`src/rtl/uart_fifo_ptr_if.sv`:
```
// ---------------------------------------------------------------------------
// uart_fifo_ptr_if
//   Bundles the data-path and status signals of the UART pointer FIFO.
//   Clock, reset and the clock request stay plain ports on the FIFO itself.
//
//   Handshake semantics (both sides are strict valid/ready):
//     write side: push is "valid", !full is "ready". An entry is taken in a
//                 cycle with push && (!full || pop) && !flush. A push against
//                 a full FIFO without a pop is dropped, not held.
//     read side : out_valid is "valid", pop is "ready". out_data is the
//                 entry consumed in a cycle with pop && out_valid && !flush.
//     flush wins over both sides in the cycle it is asserted.
//
//   Signals (direction seen from the FIFO, i.e. the slave modport):
//     flush      in   discard all contents
//     push       in   write in_data
//     in_data    in   write data, WIDTH bits
//     full       out  level == DEPTH
//     pop        in   consume out_data
//     out_valid  out  level != 0
//     out_data   out  entry at the read pointer
//     level      out  occupancy 0..DEPTH, CW bits
//     thresh     in   threshold value, CW bits
//     thresh_hit out  level >= thresh
//     overflow   out  sticky: push dropped
//     underflow  out  sticky: pop while empty
//     err_clear  in   clear sticky flags
//
//   master: the UART register side / serialiser that drives the FIFO.
//   slave : the FIFO.
// ---------------------------------------------------------------------------
interface uart_fifo_ptr_if #(
  parameter int DEPTH = 16,
  parameter int WIDTH = 8
);
  localparam int CW = $clog2(DEPTH) + 1;

  logic             flush;
  logic             push;
  logic [WIDTH-1:0] in_data;
  logic             full;
  logic             pop;
  logic             out_valid;
  logic [WIDTH-1:0] out_data;
  logic [CW-1:0]    level;
  logic [CW-1:0]    thresh;
  logic             thresh_hit;
  logic             overflow;
  logic             underflow;
  logic             err_clear;

  modport master (
    output flush, push, in_data, pop, thresh, err_clear,
    input  full, out_valid, out_data, level, thresh_hit, overflow, underflow
  );

  modport slave (
    input  flush, push, in_data, pop, thresh, err_clear,
    output full, out_valid, out_data, level, thresh_hit, overflow, underflow
  );
endinterface

```
`src/rtl/uart_fifo_ptr.sv`:
```
// ---------------------------------------------------------------------------
// uart_fifo_ptr
//   Pointer-based circular-buffer FIFO for the UART TX and RX paths, with
//   first-word-fall-through output, occupancy count, programmable threshold
//   flag, synchronous flush and optional sticky error flags.
//
//   Parameters
//     DEPTH  entries, power of two, >= 2 (pointers wrap by natural overflow)
//     WIDTH  bits per entry
//     CW     derived count width, $clog2(DEPTH)+1
//
//   Ports
//     g_clk      in   clock
//     g_resetn   in   synchronous, active-low reset
//     g_clk_req  out  clock request: high whenever any input wants action
//     bus        slave modport of uart_fifo_ptr_if (data path + status)
//
//   Optional feature
//     UART_FIFO_ERR_FLAGS_EN  when defined, overflow/underflow are sticky
//                             flags cleared by err_clear; when undefined,
//                             both are tied 0 and dropped pushes / empty
//                             pops are discarded silently.
// ---------------------------------------------------------------------------
module uart_fifo_ptr #(
  parameter int DEPTH = 16,
  parameter int WIDTH = 8
) (
  input  logic              g_clk,
  input  logic              g_resetn,
  output logic              g_clk_req,
  uart_fifo_ptr_if.slave    bus
);

  localparam int AW = $clog2(DEPTH);
  localparam int CW = $clog2(DEPTH) + 1;

  // Storage is deliberately not reset; out_data is only meaningful with
  // out_valid high.
  logic [WIDTH-1:0] mem [DEPTH];

  logic [AW-1:0] rd_ptr;
  logic [AW-1:0] wr_ptr;
  logic [CW-1:0] level_r;

  logic full_w;
  logic valid_w;
  logic push_ok;
  logic pop_ok;

  // Status is derived from the level register only, never from inputs.
  assign full_w  = (level_r == CW'(DEPTH));
  assign valid_w = (level_r != '0);

  // A pop on a full FIFO frees a slot in the same cycle, so a push is
  // accepted alongside it. Flush suppresses both sides.
  assign push_ok = bus.push && (!full_w || bus.pop) && !bus.flush;
  assign pop_ok  = bus.pop && valid_w && !bus.flush;

  // -------------------------------------------------------------------------
  // Pointers and occupancy
  // -------------------------------------------------------------------------
  always_ff @(posedge g_clk) begin
    if (!g_resetn) begin
      rd_ptr  <= '0;
      wr_ptr  <= '0;
      level_r <= '0;
    end else if (bus.flush) begin
      rd_ptr  <= '0;
      wr_ptr  <= '0;
      level_r <= '0;
    end else begin
      if (push_ok) begin
        wr_ptr <= wr_ptr + AW'(1);
      end
      if (pop_ok) begin
        rd_ptr <= rd_ptr + AW'(1);
      end
      // Simultaneous accept on both sides leaves level unchanged.
      case ({push_ok, pop_ok})
        2'b10:   level_r <= level_r + CW'(1);
        2'b01:   level_r <= level_r - CW'(1);
        default: level_r <= level_r;
      endcase
    end
  end

  // -------------------------------------------------------------------------
  // Storage write. push_ok already excludes flush; reset does not gate the
  // write because contents are discarded by the pointer reset anyway.
  // -------------------------------------------------------------------------
  always_ff @(posedge g_clk) begin
    if (push_ok) begin
      mem[wr_ptr] <= bus.in_data;
    end
  end

  // -------------------------------------------------------------------------
  // Sticky error flags
  // -------------------------------------------------------------------------
`ifdef UART_FIFO_ERR_FLAGS_EN
  logic ovf_r;
  logic unf_r;
  logic ovf_set;
  logic unf_set;

  assign ovf_set = bus.push && full_w && !bus.pop && !bus.flush;
  assign unf_set = bus.pop && !valid_w && !bus.flush;

  // A new error in the clearing cycle must not be lost, so set wins.
  always_ff @(posedge g_clk) begin
    if (!g_resetn) begin
      ovf_r <= 1'b0;
      unf_r <= 1'b0;
    end else begin
      if (ovf_set) begin
        ovf_r <= 1'b1;
      end else if (bus.err_clear) begin
        ovf_r <= 1'b0;
      end
      if (unf_set) begin
        unf_r <= 1'b1;
      end else if (bus.err_clear) begin
        unf_r <= 1'b0;
      end
    end
  end

  assign bus.overflow  = ovf_r;
  assign bus.underflow = unf_r;
`else
  assign bus.overflow  = 1'b0;
  assign bus.underflow = 1'b0;
`endif

  // -------------------------------------------------------------------------
  // Outputs
  // -------------------------------------------------------------------------
  assign bus.full      = full_w;
  assign bus.out_valid = valid_w;
  assign bus.out_data  = mem[rd_ptr];
  assign bus.level     = level_r;

  // Combinational on thresh. level never exceeds DEPTH, so any thresh above
  // DEPTH can never be reached; thresh == 0 is always hit, including reset.
  assign bus.thresh_hit = (level_r >= bus.thresh);

  // A FIFO holding only state needs no clock; any requested action does.
  assign g_clk_req = bus.push | bus.pop | bus.flush | bus.err_clear;

endmodule
```
`src/flat_wrapper.sv`:
```
// flat-port wrapper written by rule: the top's interface ports become plain ports
module uart_fifo_ptr_flat 
#(
  parameter int DEPTH = 16,
  parameter int WIDTH = 8
)
  (g_clk, g_resetn, g_clk_req, bus_flush, bus_push, bus_in_data, bus_pop, bus_thresh, bus_err_clear, bus_full, bus_out_valid, bus_out_data, bus_level, bus_thresh_hit, bus_overflow, bus_underflow);
  uart_fifo_ptr_if #(.DEPTH(DEPTH), .WIDTH(WIDTH)) bus_i ();
  input  logic g_clk;
  input  logic g_resetn;
  output logic g_clk_req;
  input wire logic [$bits(bus_i.flush)-1:0] bus_flush;
  input wire logic [$bits(bus_i.push)-1:0] bus_push;
  input wire logic [$bits(bus_i.in_data)-1:0] bus_in_data;
  input wire logic [$bits(bus_i.pop)-1:0] bus_pop;
  input wire logic [$bits(bus_i.thresh)-1:0] bus_thresh;
  input wire logic [$bits(bus_i.err_clear)-1:0] bus_err_clear;
  output wire logic [$bits(bus_i.full)-1:0] bus_full;
  output wire logic [$bits(bus_i.out_valid)-1:0] bus_out_valid;
  output wire logic [$bits(bus_i.out_data)-1:0] bus_out_data;
  output wire logic [$bits(bus_i.level)-1:0] bus_level;
  output wire logic [$bits(bus_i.thresh_hit)-1:0] bus_thresh_hit;
  output wire logic [$bits(bus_i.overflow)-1:0] bus_overflow;
  output wire logic [$bits(bus_i.underflow)-1:0] bus_underflow;
  assign bus_i.flush = bus_flush;
  assign bus_i.push = bus_push;
  assign bus_i.in_data = bus_in_data;
  assign bus_i.pop = bus_pop;
  assign bus_i.thresh = bus_thresh;
  assign bus_i.err_clear = bus_err_clear;
  assign bus_full = bus_i.full;
  assign bus_out_valid = bus_i.out_valid;
  assign bus_out_data = bus_i.out_data;
  assign bus_level = bus_i.level;
  assign bus_thresh_hit = bus_i.thresh_hit;
  assign bus_overflow = bus_i.overflow;
  assign bus_underflow = bus_i.underflow;
  uart_fifo_ptr #(.DEPTH(DEPTH), .WIDTH(WIDTH)) u_core (.g_clk(g_clk), .g_resetn(g_resetn), .g_clk_req(g_clk_req), .bus(bus_i));
endmodule
```
`config.mk`:
```
export PLATFORM = sky130hd
export DESIGN_NAME = uart_fifo_ptr_flat
export DESIGN_NICKNAME = d
export VERILOG_FILES = /design/src/rtl/uart_fifo_ptr_if.sv /design/src/rtl/uart_fifo_ptr.sv /design/src/flat_wrapper.sv
export SDC_FILE = /design/constraint.sdc
export NUM_CORES = 1
export LEC_CHECK = 0
export CORE_ASPECT_RATIO = 1.4
export CORE_MARGIN = 4
export CORE_UTILIZATION = 55
export DETAILED_ROUTE_END_ITERATION = 10
export GPL_TIMING_DRIVEN = 0
export HOLD_SLACK_MARGIN = 0.03
export PLACE_DENSITY = 0.71
export SLEW_MARGIN = 20
export SYNTH_ARGS = -nofsm -noshare
export SYNTH_HDL_FRONTEND = slang
export SYNTH_SLANG_ARGS = --single-unit
```
`constraint.sdc`:
```
create_clock -name g_clk -period 3.76 [get_ports g_clk]
set_input_delay 0.752 -clock g_clk [delete_from_list [all_inputs] [get_ports g_clk]]
set_output_delay 0.752 -clock g_clk [all_outputs]
set_load 0.01 [all_outputs]
```
==> results.py, run 1 <==
metrics = {
    "outcome": {
        "outcome": "completed",
    },
    "logic_synthesis": {
        "synth.distinct_cells": 45,
        "ys_seq_elements": 145,
        "synth_area_um2": 6027,
        "async_flop_share": 0,
        "yosys_warnings": 0,
        "synth_flop_cell": "edfxtp_1",
        "synthTopCellsByArea": "edfxtp_1 64%, mux4_2 12%, dfxtp_1 5.6%",
        "synthCells": 343,
        "yosysTopAreaCell": "edfxtp_1",
        "synth_edf_count": 128,
        "yosys.area.top_type_share": 0.6377,
        "postSynthAreaPerCell_um2": 17.57,
        "seq_area_frac_synth": 0.6942,
        "yosys-top-cells-count": "128 x edfxtp_1, 32 x mux4_2, 17 x and3_1, 17 x dfxtp_1, 16 x a22oi_1",
        "yosysMostFrequentCell": "edfxtp_1",
    },
    "worst_setup_path": {
        "worstPathArrival_ps": 2840,
        "crit_type": "reg -> out",
        "cp_max_fo": 10,
        "cp-start-kind": "register",
        "end_kind": "output port",
        "reg2reg_from": "u_core.bus.level[2]",
        "r2r_end": "u_core.bus.level[2]",
        "cp.required_ps": 3010,
        "r2r_setup_slack_ps": 500,
        "reg2reg_depth": 13,
    },
    "drt": {
        "finalWirelength_um": 12400,
        "num_vias": 3274,
        "detail_route.iter0.violations": 174,
        "remaining_drc_errors": 0,
        "vias_per_cell": 5.931,
        "ant_nets": 0,
        "dr.pass1.iters": 5,
        "routedWlPerCell_um": 22.47,
    },
    "grt": {
        "track_usage": 0.2120,
        "grt_pass1_vias": 3366,
        "grt_pass1_wl_um": 18910,
        "grt.overflow.total": 0,
        "antenna_found_initial": 0,
        "grt_max_degree": 17,
    },
    "die": {
        "dieArea_um2": 12720,
        "die_width_um": 96.47,
        "ios": 38,
        "start_util": 0.5575,
        "num_rows": 45,
        "die_y_um": 131.9,
        "core_area_um2": 10810,
    },
    "finish": {
        "area_growth_pct": 19.60,
        "drive_gt1_frac": 0.1849,
        "insertedDiodeCount": 0,
        "post-route-cell-area_um2": 7208,
        "nets": 431,
    },
    "timing": {
        "fmax_ghz": 0.2780,
        "rsz0062_at_grt": "no",
        "fin_worst_skew_ps": 8.320,
        "fin_crit_sh": 0.9565,
        "tightest_slew_ps": 814.0,
        "drv_slew": 0,
        "max-slew-margin-rel": 0.4561,
        "period_needed_ps": 3596,
        "hold_viol": 0,
        "setup_tns_ps": 0,
        "setup_ws_ps": 163.5,
        "setup_viol_count_final": 0,
    },
    "pwr": {
        "finalPower_mw": 3.686,
        "p_sw_frac": 0.1896,
        "power.density_nw_per_um2": 511.4,
        "clkPwrFrac": 0.488,
        "p_int_mw": 2.987,
        "seqPwrFrac": 0.478,
        "p_sw_mw": 0.6991,
        "leakagePower_nw": 2.466,
        "p_comb_frac": 0.033,
        "peakVddDrop_mv": 0.3337,
    },
    "place": {
        "placed_area_um2": 6558,
        "dp_hpwl_um": 7862,
        "gp_congestion": 0.8686,
        "pre_cts_slack_ps": 199.8,
        "io_buffers": 35,
    },
    "clock_tree": {
        "clkTransAtPathRegs_ps": 60,
        "post-cts-setup-buffer-count": 0,
        "cts_buffer_depth": 2,
        "htree_levels": 4,
        "cts.sinks": 145,
        "numCtsBuffers": 17,
        "root_buffer": "clkbuf_16",
        "clk_latency_ps": 410,
        "cts_tree": "yes",
    },
    "min_path": {
        "min_to": "u_core.rd_ptr[3]",
        "hp-start": "u_core.rd_ptr[3]",
        "hp-class": "reg -> reg",
        "min_path_cells": 2,
    },
    "job": {
        "max_cap_violations": 0,
    },
}
## how the worst max path moves through the flow
stage          cells past startpoint                  end                start
3_3_place_gp                      11  u_core.bus.level[2]              bus_pop
6_report                           6      bus_out_data[5]             register
2_1_floorplan                     13  u_core.bus.level[2]  u_core.bus.level[1]
4_1_cts                            6      bus_out_data[6]             register
3_5_place_dp                      11  u_core.bus.level[2]              bus_pop
5_1_grt                            6      bus_out_data[5]             register
## critical path: stages (launching register included)
cell and delay, ps:
dfxtp_1 300, clkbuf_1 300, clkbuf_4 370, mux4_2 590
a22oi_1 280, nand2_1 110, clkdlybuf4s50_1 490
## routing by layer
layer,up-vias,part of all wire,global-route usage
li1,1481,-,-
met1,1624,0.36,0.2530
met2,138,0.55,0.3602
met3,31,0.061,0.05140
met4,0,0.028,0.09048
met5,-,0,0
## kinds of logic (layout without fill, tap and decap cells)
logic type,after synthesis,count (layout),share of synthesized area
AO/OA/AOI/OAI,37,37,0.04920
XOR/XNOR,8,8,0.01163
adder cells (fa/ha/maj),14,14,0.02906
buffers and inverters,29,96,0.02263
flip-flops,145,145,0.6942
multiplexers,34,34,0.1229
other,1,2,0.0006222
AND/OR/NAND/NOR,75,75,0.06975
## cell usage in the layout, fill, tap and decap left out, drive strengths merged, types with 10 or more instances in the layout
master / count
a22oi: 16
and3: 17
clkbuf: 29
clkdlybuf4s50: 35
dfxtp: 17
edfxtp: 128
ha: 14
inv: 10
mux4: 32
nand2: 14
nor2: 15
## what timing repair did
| item | CTS | global route |
|---|---|---|
| endpoints found under the setup margin | 0 | 5 |
| resized for setup | 0 | 4 |
| hold buffers | 0 | 0 |
| endpoints found under the hold margin | 0 | 0 |
## final cells by class
cell class,count,area (um2)
Tap cell,141,176.4
Clock inverter,14,214.0
Timing Repair Buffer,35,350.3
Buffer,19,106.4
Sequential cell,145,4184
Clock buffer,18,429.2
Inverter,10,37.54
Multi-Input combinational cell,170,1710
Fill cell,765,3602
## power by group through the flow
stage	Sequential [mW]	Combinational, mW	Clock, mW
2_1_floorplan	1.80	0.0523	0
3_3_place_gp	1.80	0.118	0
3_5_place_dp	1.80	0.122	0
4_1_cts	1.76	0.123	1.82
5_1_grt	1.76	0.134	1.88
6_report	1.76	0.123	1.80
## through the flow
step / utilization / hold WS (ps) / std cells
6_report: 0.6668 / 496.4 / 552
5_1_grt: 0.6668 / 548.6 / 552
4_1_cts: 0.6661 / 501.5 / 552
3_5_place_dp: 0.6066 / 480.0 / 520
3_3_place_gp: 0.6066 / 474.4 / 520
2_1_floorplan: - / 458.7 / 344
## sequential cells by signal (all words and copies together) (netlist names), named ones only
signal	flops
u_core.bus.level	5
u_core.mem	128
u_core.rd_ptr	4
u_core.wr_ptr	4
Note: power is estimated with default switching activity, not from simulation.
==> run 2: changes to the inputs <==
Clock period 3.76 ns to 3.5 ns, I/O delays scaled along.
==> run 2 against run 1 <==
  * Sequential power rose by 7%
  * Sequential share of layout area barely moved
  * Setup slack got worse by 35 ps
  * Wire length fell by 0.40%
  * Flip-flop and latch count did not move
  * Cell count fell by 0.18%
  * Worst hold slack barely moved
  * Cell area barely moved
  * Core utilization barely moved
  * Clock skew barely moved
  * First-iteration DRC count fell by 1.1%
  * Critical endpoint is now bus_out_data[1]
==> results.py, run 2 (synthesis gave the netlist of run 1 again) <==
metrics = {
    "finish": {
        "insertedDiodeCount": 0,
        "top_register": "u_core.mem",
        "fin_util": 0.6671,
        "fillers": 765,
        "largest_register_ff_count": 128,
        "final_common_cell": "edfxtp_1",
        "drive_gt1_frac": 0.1927,
        "layout_common_cells": "128 x edfxtp_1, 35 x clkdlybuf4s50_1, 32 x mux4_2",
        "multi_input_area_um2": 1710,
        "area_growth_pct": 19.66,
        "nets": 430,
        "register_area_um2": 4184,
    },
    "clock_tree": {
        "cts_buffer_depth": 2,
        "cts.sinks": 145,
        "clk_latency_ps": 410,
        "cts_tree": "yes",
        "htree_levels": 4,
        "numCtsBuffers": 17,
        "clkTransAtPathRegs_ps": 60,
        "root_buffer": "clkbuf_16",
    },
    "die": {
        "core_area_um2": 10810,
        "start_util": 0.5575,
        "dieArea_um2": 12720,
        "ios": 38,
        "die_y_um": 131.9,
        "num_rows": 45,
        "die_width_um": 96.47,
    },
    "grt": {
        "antenna_found_initial": 0,
        "grt_pass1_wl_um": 18880,
        "grt_pass1_vias": 3363,
        "grt_max_degree": 17,
        "grt.overflow.total": 0,
        "track_usage": 0.2119,
    },
    "worst_setup_path": {
        "worstPathArrival_ps": 2670,
        "worst-path-buf-inv": 2,
        "cp.required_ps": 2800,
        "max_stage_delay_ps": 580,
        "end_kind": "output port",
        "path_delay_family": "buffers and inverters",
        "cp_slowest_cell": "mux4_2",
        "crit_type": "reg -> out",
        "crit_chain": "buf_4 > mux4_2 > a22oi_1 > nand2_1 > clkdlybuf4s50_1",
        "cp_max_fo": 10,
        "cp-start-kind": "register",
        "reg2reg_from": "u_core.bus.level[2]",
    },
    "drt": {
        "num_vias": 3266,
        "remaining_drc_errors": 0,
        "dr.pass1.iters": 6,
        "detail_route.iter0.violations": 172,
        "finalWirelength_um": 12350,
        "vias_per_cell": 5.927,
        "routedWlPerCell_um": 22.42,
        "ant_nets": 0,
    },
    "place": {
        "io_buffers": 35,
        "dp_hpwl_um": 7862,
        "gp_congestion": 0.8686,
    },
    "pwr": {
        "leakagePower_nw": 2.477,
        "finalPower_mw": 3.959,
        "peakVddDrop_mv": 0.3573,
        "power.density_nw_per_um2": 549.0,
    },
    "timing": {
        "drv_slew": 0,
        "tightest_slew_ps": 816.8,
        "max-slew-margin-rel": 0.4543,
        "fin_crit_sh": 0.9632,
        "setup_viol_count_final": 0,
        "rsz0062_at_grt": "yes",
        "period_needed_ps": 3371,
        "hold_viol": 0,
        "fmax_ghz": 0.2966,
        "fin_worst_skew_ps": 8.077,
    },
    "outcome": {
        "outcome": "completed",
    },
    "min_path": {
        "hp-class": "reg -> reg",
        "hp-start": "u_core.rd_ptr[3]",
    },
    "job": {
        "max_cap_violations": 0,
    },
}
[run 2: cell count changes in the layout (fill, tap and decap cells not counted), sizes merged]
| cell | change |
|---|---|
| buf | +2 |
| clkbuf | -3 |
[run 2: repair_timing]
action,CTS,global route
setup buffers,0,0
resized for setup,4,5
hold buffers,0,0
setup endpoints to repair,8,5
pin swaps,0,0
[run 2: path summary, 6_finish.rpt]
| kind | cells after the start | endpoint | slack [ps] |
|---|---|---|---|
| worst max-delay path | 5 | bus_out_data[1] | 130 |
| worst max register to register | 13 | u_core.bus.level[2] | 260 |
| worst min register to register | 2 | u_core.rd_ptr[3] | 500 |
| worst min-delay path | 2 | u_core.rd_ptr[3] | 500 |
[run 2: metal layers]
| metal | part of all wire | vias to the layer above | track usage |
|---|---|---|---|
| met1 | 0.36 | 1617 | 0.2502 |
| met2 | 0.55 | 141 | 0.3637 |
| met5 | 0 | - | 0 |
| met3 | 0.065 | 28 | 0.05311 |
| met4 | 0.026 | 0 | 0.08580 |
| li1 | - | 1480 | - |
[run 2: stage by stage]
step	setup slack, ps	area [um2]	hold WS, ps	TNS [ps]	std cells
after floorplan	546.3	6031	458.7	0	344
after global routing	-5.240	7212	548.6	-5.240	551
after CTS	32.80	7206	501.5	0	551
after detailed placement	-8.180	6558	480.0	-8.180	520
after global placement	-8.105	6558	474.4	-8.105	520
final	128.7	7212	496.5	0	551
[run 2: where the power goes]
group,switching (mW),total (mW),internal (mW)
Sequential,0.00444,1.89,1.89
Clock,0.671,1.93,1.26
Combinational,0.0741,0.132,0.0576
[run 2: final cells by class]
type,instances,share of cell area
multi-input cells,170,0.2372
flip-flops and latches,145,0.5802
inverters,10,0.005205
well taps,141,0.02446
repair buffers,35,0.04858
clock inverters,14,0.02967
clock buffers,18,0.05951
plain buffers,18,0.01527
[run 2: worst register-to-register path, delay by kind of cell (launching register included)]
kind	cells	cell delay (ps)
XOR/XNOR	2	260
flip-flops	1	320
buffers and inverters	3	620
AND/OR/NAND/NOR	3	990
adder cells (fa/ha/maj)	2	410
AO/OA/AOI/OAI	3	570
==> run 3: changes to the inputs <==
Settings changed: CAP_MARGIN from default to 40.
==> results of run 3 <==
The final DEF is identical to that of run 2; final timing and power are the same.
